### src/rtl/bowling_frame_ctrl.sv
// Bowling game sequencer: clears the pin rack, waits for a throw and settle ticks, tallies pins and keeps score.
// Optional macro TENTH_FILL_EN enables tenth-frame fill balls; when undefined, frame 10 plays like frames 1..9.
module bowling_frame_ctrl #(
    parameter int NPINS        = 10,
    parameter int SETTLE_TICKS = 2,
    parameter int CLR_CYC      = 4
) (
    input  logic             CLOCK_50,
    input  logic             reset,
    input  logic             tick,
    input  logic             throw_req,
    input  logic [NPINS-1:0] pin_hit,
    output logic             pin_clr_n,
    output logic             ready,
    output logic [3:0]       frame,
    output logic [1:0]       roll,
    output logic [3:0]       roll_pins,
    output logic [NPINS-1:0] down_mask,
    output logic             strike,
    output logic             spare,
    output logic [8:0]       score,
    output logic             game_over
);

    typedef enum logic [2:0] {
        S_CLEAR   = 3'd0,
        S_READY   = 3'd1,
        S_SETTLE  = 3'd2,
        S_TALLY   = 3'd3,
        S_ADVANCE = 3'd4,
        S_DONE    = 3'd5
    } state_t;

    localparam logic [3:0] CLR_LAST    = 4'(CLR_CYC - 1);
    localparam logic [2:0] SETTLE_LAST = 3'(SETTLE_TICKS - 1);

    state_t           state_q, state_d;
    logic [3:0]       clr_cnt_q, clr_cnt_d;
    logic [2:0]       tick_cnt_q, tick_cnt_d;
    logic             entry_q, entry_d;
    logic             pin_clr_n_q, pin_clr_n_d;
    logic             ready_q, ready_d;
    logic [3:0]       frame_q, frame_d;
    logic [1:0]       roll_q, roll_d;
    logic [3:0]       roll_pins_q, roll_pins_d;
    logic [NPINS-1:0] down_mask_q, down_mask_d;
    logic             strike_q, strike_d;
    logic             spare_q, spare_d;
    logic [8:0]       score_q, score_d;
    logic             game_over_q, game_over_d;
    logic [1:0]       slot_a_q, slot_a_d;
    logic [1:0]       slot_b_q, slot_b_d;
`ifdef TENTH_FILL_EN
    logic [1:0]       fill_left_q, fill_left_d;
`endif

    function automatic logic [3:0] popcount(input logic [NPINS-1:0] v);
        logic [3:0] c;
        c = 4'd0;
        for (int i = 0; i < NPINS; i++) begin
            c = c + {3'd0, v[i]};
        end
        return c;
    endfunction

    function automatic logic [1:0] slot_dec(input logic [1:0] s);
        return (s == 2'd0) ? 2'd0 : s - 2'd1;
    endfunction

    logic [NPINS-1:0] new_pins;
    logic [NPINS-1:0] mask_after;
    logic [3:0]       new_cnt;
    logic             full_after;
    logic             is_fill;
    logic             strike_now;
    logic             spare_now;
    logic [1:0]       live_slots;
    logic [1:0]       mult;
    logic [1:0]       slot_a_dec;
    logic [1:0]       slot_b_dec;
    logic             rack_full;
    logic             last_frame;

    // Pins already down are masked so a stuck pin_hit never counts twice.
    assign new_pins   = pin_hit & ~down_mask_q;
    assign mask_after = down_mask_q | new_pins;
    assign new_cnt    = popcount(new_pins);
    assign full_after = &mask_after;
    assign is_fill    = (roll_q == 2'd2);
    // A fresh rack knocked flat in one ball is a strike; finishing a partial rack is a spare.
    assign strike_now = full_after && (down_mask_q == '0) && (roll_q != 2'd1);
    assign spare_now  = full_after && !strike_now;
    assign live_slots = {1'b0, slot_a_q != 2'd0} + {1'b0, slot_b_q != 2'd0};
    assign mult       = live_slots + (is_fill ? 2'd0 : 2'd1);
    assign slot_a_dec = slot_dec(slot_a_q);
    assign slot_b_dec = slot_dec(slot_b_q);
    assign rack_full  = &down_mask_q;
    assign last_frame = (frame_q == 4'd10);

    always_comb begin
        state_d     = state_q;
        clr_cnt_d   = clr_cnt_q;
        tick_cnt_d  = tick_cnt_q;
        entry_d     = entry_q;
        pin_clr_n_d = pin_clr_n_q;
        ready_d     = ready_q;
        frame_d     = frame_q;
        roll_d      = roll_q;
        roll_pins_d = roll_pins_q;
        down_mask_d = down_mask_q;
        strike_d    = strike_q;
        spare_d     = spare_q;
        score_d     = score_q;
        game_over_d = game_over_q;
        slot_a_d    = slot_a_q;
        slot_b_d    = slot_b_q;
`ifdef TENTH_FILL_EN
        fill_left_d = fill_left_q;
`endif

        case (state_q)
            S_CLEAR: begin
                if (clr_cnt_q == CLR_LAST) begin
                    state_d     = S_READY;
                    ready_d     = 1'b1;
                    pin_clr_n_d = 1'b1;
                end else begin
                    clr_cnt_d = clr_cnt_q + 4'd1;
                end
            end

            S_READY: begin
                if (throw_req) begin
                    state_d    = S_SETTLE;
                    ready_d    = 1'b0;
                    tick_cnt_d = 3'd0;
                    entry_d    = 1'b1;
                end
            end

            S_SETTLE: begin
                entry_d = 1'b0;
                if (tick && !entry_q) begin
                    if (tick_cnt_q == SETTLE_LAST) begin
                        state_d = S_TALLY;
                    end else begin
                        tick_cnt_d = tick_cnt_q + 3'd1;
                    end
                end
            end

            S_TALLY: begin
                roll_pins_d = new_cnt;
                down_mask_d = mask_after;
                strike_d    = strike_now;
                spare_d     = spare_now;
                score_d     = score_q + ({5'd0, new_cnt} * {7'd0, mult});
                slot_a_d    = slot_a_dec;
                slot_b_d    = slot_b_dec;
                // Fill balls earn bonus from earlier marks but never create new bonus.
                if (!is_fill && (strike_now || spare_now)) begin
                    if (slot_a_dec == 2'd0) begin
                        slot_a_d = strike_now ? 2'd2 : 2'd1;
                    end else begin
                        slot_b_d = strike_now ? 2'd2 : 2'd1;
                    end
                end
                state_d = S_ADVANCE;
            end

            S_ADVANCE: begin
                state_d     = S_CLEAR;
                pin_clr_n_d = 1'b0;
                clr_cnt_d   = 4'd0;
`ifdef TENTH_FILL_EN
                if (last_frame && roll_q == 2'd2) begin
                    fill_left_d = fill_left_q - 2'd1;
                    if (fill_left_q == 2'd1) begin
                        state_d     = S_DONE;
                        game_over_d = 1'b1;
                        pin_clr_n_d = 1'b1;
                    end else if (rack_full) begin
                        down_mask_d = '0;
                    end
                end else if (last_frame && roll_q == 2'd0 && rack_full) begin
                    roll_d      = 2'd2;
                    fill_left_d = 2'd2;
                    down_mask_d = '0;
                end else if (last_frame && roll_q == 2'd1) begin
                    if (rack_full) begin
                        roll_d      = 2'd2;
                        fill_left_d = 2'd1;
                        down_mask_d = '0;
                    end else begin
                        state_d     = S_DONE;
                        game_over_d = 1'b1;
                        pin_clr_n_d = 1'b1;
                    end
                end else
`endif
                if (roll_q == 2'd0 && !rack_full) begin
                    roll_d = 2'd1;
                end else if (last_frame) begin
                    // Any bonus still pending in the slots is simply dropped here.
                    state_d     = S_DONE;
                    game_over_d = 1'b1;
                    pin_clr_n_d = 1'b1;
                end else begin
                    down_mask_d = '0;
                    roll_d      = 2'd0;
                    frame_d     = frame_q + 4'd1;
                end
            end

            S_DONE: begin
                game_over_d = 1'b1;
                pin_clr_n_d = 1'b1;
            end

            default: begin
                state_d     = S_CLEAR;
                pin_clr_n_d = 1'b0;
                clr_cnt_d   = 4'd0;
            end
        endcase
    end

    always_ff @(posedge CLOCK_50 or negedge reset) begin
        if (!reset) begin
            state_q     <= S_CLEAR;
            clr_cnt_q   <= 4'd0;
            tick_cnt_q  <= 3'd0;
            entry_q     <= 1'b0;
            pin_clr_n_q <= 1'b0;
            ready_q     <= 1'b0;
            frame_q     <= 4'd1;
            roll_q      <= 2'd0;
            roll_pins_q <= 4'd0;
            down_mask_q <= '0;
            strike_q    <= 1'b0;
            spare_q     <= 1'b0;
            score_q     <= 9'd0;
            game_over_q <= 1'b0;
            slot_a_q    <= 2'd0;
            slot_b_q    <= 2'd0;
`ifdef TENTH_FILL_EN
            fill_left_q <= 2'd0;
`endif
        end else begin
            state_q     <= state_d;
            clr_cnt_q   <= clr_cnt_d;
            tick_cnt_q  <= tick_cnt_d;
            entry_q     <= entry_d;
            pin_clr_n_q <= pin_clr_n_d;
            ready_q     <= ready_d;
            frame_q     <= frame_d;
            roll_q      <= roll_d;
            roll_pins_q <= roll_pins_d;
            down_mask_q <= down_mask_d;
            strike_q    <= strike_d;
            spare_q     <= spare_d;
            score_q     <= score_d;
            game_over_q <= game_over_d;
            slot_a_q    <= slot_a_d;
            slot_b_q    <= slot_b_d;
`ifdef TENTH_FILL_EN
            fill_left_q <= fill_left_d;
`endif
        end
    end

    assign pin_clr_n = pin_clr_n_q;
    assign ready     = ready_q;
    assign frame     = frame_q;
    assign roll      = roll_q;
    assign roll_pins = roll_pins_q;
    assign down_mask = down_mask_q;
    assign strike    = strike_q;
    assign spare     = spare_q;
    assign score     = score_q;
    assign game_over = game_over_q;

endmodule

### config.mk
export PLATFORM = sky130hd
export DESIGN_NAME = bowling_frame_ctrl
export DESIGN_NICKNAME = d
export VERILOG_FILES = /design/src/rtl/bowling_frame_ctrl.sv
export SDC_FILE = /design/constraint.sdc
export NUM_CORES = 1
export LEC_CHECK = 0
export CAP_MARGIN = 20
export CORE_ASPECT_RATIO = 0.7
export CORE_MARGIN = 8
export CORE_UTILIZATION = 35
export DETAILED_ROUTE_END_ITERATION = 10
export PLACE_DENSITY = 0.56
export SLEW_MARGIN = 20
export SYNTH_ARGS = -nofsm -noshare
export SYNTH_HDL_FRONTEND = slang
export SYNTH_SLANG_ARGS = --single-unit
### constraint.sdc
create_clock -name CLOCK_50 -period 15.4 [get_ports CLOCK_50]
set_clock_uncertainty 0.2 [all_clocks]
set_input_delay 2.31 -clock CLOCK_50 [delete_from_list [all_inputs] [get_ports CLOCK_50]]
set_output_delay 2.31 -clock CLOCK_50 [all_outputs]
set_load 0.005 [all_outputs]
==> metrics.yaml <==
layout:
  final_cells: 453
  postLayoutCoreUtil_pct: 43.80
  fillerInstances: 819
  fin_nets: 386
  multi_input_area_mm2: 0.001563
  antenna_cells: 0
  area_growth_pct: 23.99
  drive_above_1_share_pct: 6.897
  final_cell_area_mm2: 0.003621
  seq_area_mm2: 0.001202
synth:
  synth_top_area_share_pct: 40.27
  syn_inst: 305
  synth_cell_types: 59
  ys_seq_elements: 48
  syn-cell-area_mm2: 0.002920
  syn_area_per_cell_um2: 9.575
  synthArstFlopShare_pct: 100.0
  synth_flop_cell: "dfrtp_1"
  yosys_warnings: 0
  synth_area_leaders: "dfrtp_1, fa_1, ha_1, nand2_1, a21oi_1"
  syn_nets: 344
  ys_seq_area_share_pct: 41.17
  synth.largest_area_cell: "dfrtp_1"
  synth_edf_count: 0
worst_setup_path:
  cp_num_buf_inv: 5
  cpPeakStageDelay_ns: 0.54
  crit_family: "adder cells"
  worstPathCellList: "clkdlybuf4s50_1, nor2b_1, fa_1, inv_1, fa_1, fa_1, inv_1, ha_1, inv_1, fa_1, or2_2, fa_1, inv_1, fa_1, a21o_1, a21oi_1, xnor2_1, o21ai_0"
  critPathRequiredTime_ns: 15.33
  crit_top_cell: "fa_1"
  critical_path_class: "input pin to register"
  critPathLaunchType: "input pin"
  crit_arrival_ns: 7.31
  crit_slowest_cell: "fa_1"
  endpoint_kind: "register"
  worstPathMaxFanout: 3
route:
  top_layer: "met4"
  met2WireLength_mm: 2.903
  final_antenna_net_count: 0
  viasPerCell: 5.177
  wl_met3_um: 449
  routedWlPerCell_um: 15.11
  firstDrtPassIters: 4
  drc_errors: 0
  routed_wl_mm: 6.844
  wl_met1_mm: 3.446
  dr_total_vias: 2345
  drtIter0Drc: 167
sta:
  hold_viol_final: 0
  rsz0062_at_grt: "false"
  finalSetupTns_ns: 0
  worst_pin_slew_ns: 0.8968
  finalSetupViolCount: 0
  slew_violations: 0
  fin_crit_sh_pct: 47.90
  hold_ws_ns: 0.2701
  fmax_mhz: 135.6
  maxSlewHeadroom_pct: 40.22
  period_needed_ns: 7.376
  fin_ws_ns: 8.024
job:
  cap_violations: 0
grt:
  grt_pass1_vias: 2349
  antenna_found_initial: 0
  grt_pass1_wl_mm: 11.76
  grt_max_degree: 49
  grt-ovfl-total: 0
  track_usage_pct: 12.30
clock_tree:
  cts_resized: 0
  cts_root_buf: "clkbuf_16"
  cts_setup_buffers: 0
  htreeDepth: 2
  cts_made_buffers: 5
  clk_pin_slew_ns: 0.07
  clkSinkCount: 48
  clk_path_buf_depth: 2
  insertion_delay_ns: 0.29
  holdBufCountCts: 0
  cts_tree: "yes"
placed_design:
  dp_cells: 445
  pre_cts_ws_ns: 7.740
  place_area_mm2: 0.003438
  hpwl_mm: 5.002
  place_congestion: 0.7932
  io_buffers: 46
die:
  die-width_um: 125.2
  io_pins: 48
  die_h_um: 92.43
  fp-row-count: 28
  core_mm2: 0.008268
  initial_core_util_pct: 35.32
  die_area_mm2: 0.01157
power:
  p_per_area_mw_per_mm2: 241.2
  total_power_uw: 873.2
  vdd_drop_max_mv: 0.09180
  leakage_nw: 1.619
min_path:
  min_path_type: "register to register"
status:
  outcome: "finished clean"
==> power breakdown <==
| group | internal, mW | leakage, nW | switching (mW) |
|---|---|---|---|
| Clock | 0.0856 | 0.0901 | 0.0480 |
| Sequential | 0.176 | 0.590 | 0.0637 |
| Combinational | 0.247 | 0.938 | 0.253 |
| Total | 0.509 | 1.62 | 0.364 |
==> kinds of logic after synthesis <==
logic type	after synthesis	synth area share [%]
AOI/OAI and AO/OA	72	16.28
xor gates and xnor gates	7	2.099
adders and majority gates	25	13.28
buffers and inverters	33	5.312
DFF	48	41.17
muxes	1	0.3428
other	1	0.1284
and+or+nand+nor	118	21.38
==> placed cells by master (no fill, tap or decap), types with 2 or more instances in the layout <==
cell type and instances:
dfrtp_1 47, clkdlybuf4s50_1 45, nand2_1 34, nor2_1 24, inv_1 20, o21ai_0 19, a21oi_1 19, ha_1 15
fa_1 10, nor2b_1 7, nand3_1 7, xnor2_1 6, nand2b_1 5, nor3_1 5, nand4_1 5, clkbuf_16 5
a21o_1 4, nor4_1 4, o211ai_1 4, and3_1 4, o22ai_1 4, or2_2 3, o31ai_1 3, or3b_2 3
and2b_1 2, nand3b_1 2, a211oi_1 2, and3b_1 2, a41oi_1 2, or4_1 2, a31oi_1 2, nor2_2 2
a32oi_1 2, clkbuf_8 2
==> sequential cells by signal, indices dropped and copies added, names as in the netlist, 2 cells and up <==
signal      flops
clr_cnt_q       4
down_mask      10
frame           4
roll_pins       4
score           9
slot_a_q        2
slot_b_q        2
state_q         3
tick_cnt_q      3
==> routing by layer <==
| metal | vias up | global-route usage (%) |
|---|---|---|
| li1 | 1152 | - |
| met3 | 4 | 4.647 |
| met4 | 0 | 2.422 |
| met1 | 1143 | 16.42 |
| met5 | - | 0 |
| met2 | 46 | 18.70 |
==> final timing paths <==
path | startpoint | to | slack, ns | cells after the start
max in group asynchronous | reset | down_mask[1]$_DFFE_PN0P_ | 12.65 | 2
max | pin_hit[0] | score[5]$_DFFE_PN0P_ | 8.02 | 18
max reg2reg | down_mask[3]$_DFFE_PN0P_ | score[5]$_DFFE_PN0P_ | 10.01 | 17
min | score[8]$_DFFE_PN0P_ | score[8]$_DFFE_PN0P_ | 0.27 | 1
min reg2reg | score[8]$_DFFE_PN0P_ | score[8]$_DFFE_PN0P_ | 0.27 | 1
min in group asynchronous | reset | score[1]$_DFFE_PN0P_ | 1.91 | 2
==> synth_stat cells (2+ instances only) <==
library cell  count
o22ai_1           4
nor2b_1           7
a21o_1            4
nand2_1          34
inv_1            20
nor2_1           24
clkbuf_1          6
o21ai_0          19
or2_2             3
a31oi_1           2
xnor2_1           6
o211ai_1          4
and2b_1           2
nand4_1           5
a211oi_1          2
ha_1             15
a41oi_1           2
and3b_1           2
or4_1             2
nand3b_1          2
a32oi_1           2
a21oi_1          19
and3_1            4
o31ai_1           3
nor2_2            2
or3b_2            3
nor4_1            4
buf_2             3
dfrtp_1          47
nand2b_1          5
fa_1             10
nand3_1           7
nor3_1            5
==> worst reg2reg max path, delay by kind of cell, from the launching register on <==
kind            cells  cell delay (ns)
flops               1             0.46
xor+xnor            1             0.15
compound gates      3             0.53
simple gates        2             0.58
fa+ha+maj           7             3.09
buf+inv             4             0.23
==> area by class of cell <==
cell class                 count  area share, %
tap                          105          3.628
inverter                      21          2.177
clock buffer                   7          4.216
timing repair buffer          47          12.79
clock inverter                 1         0.8293
multi-input combinational    224          43.16
sequential                    48          33.21
Note: power is estimated with default switching activity, not from simulation.
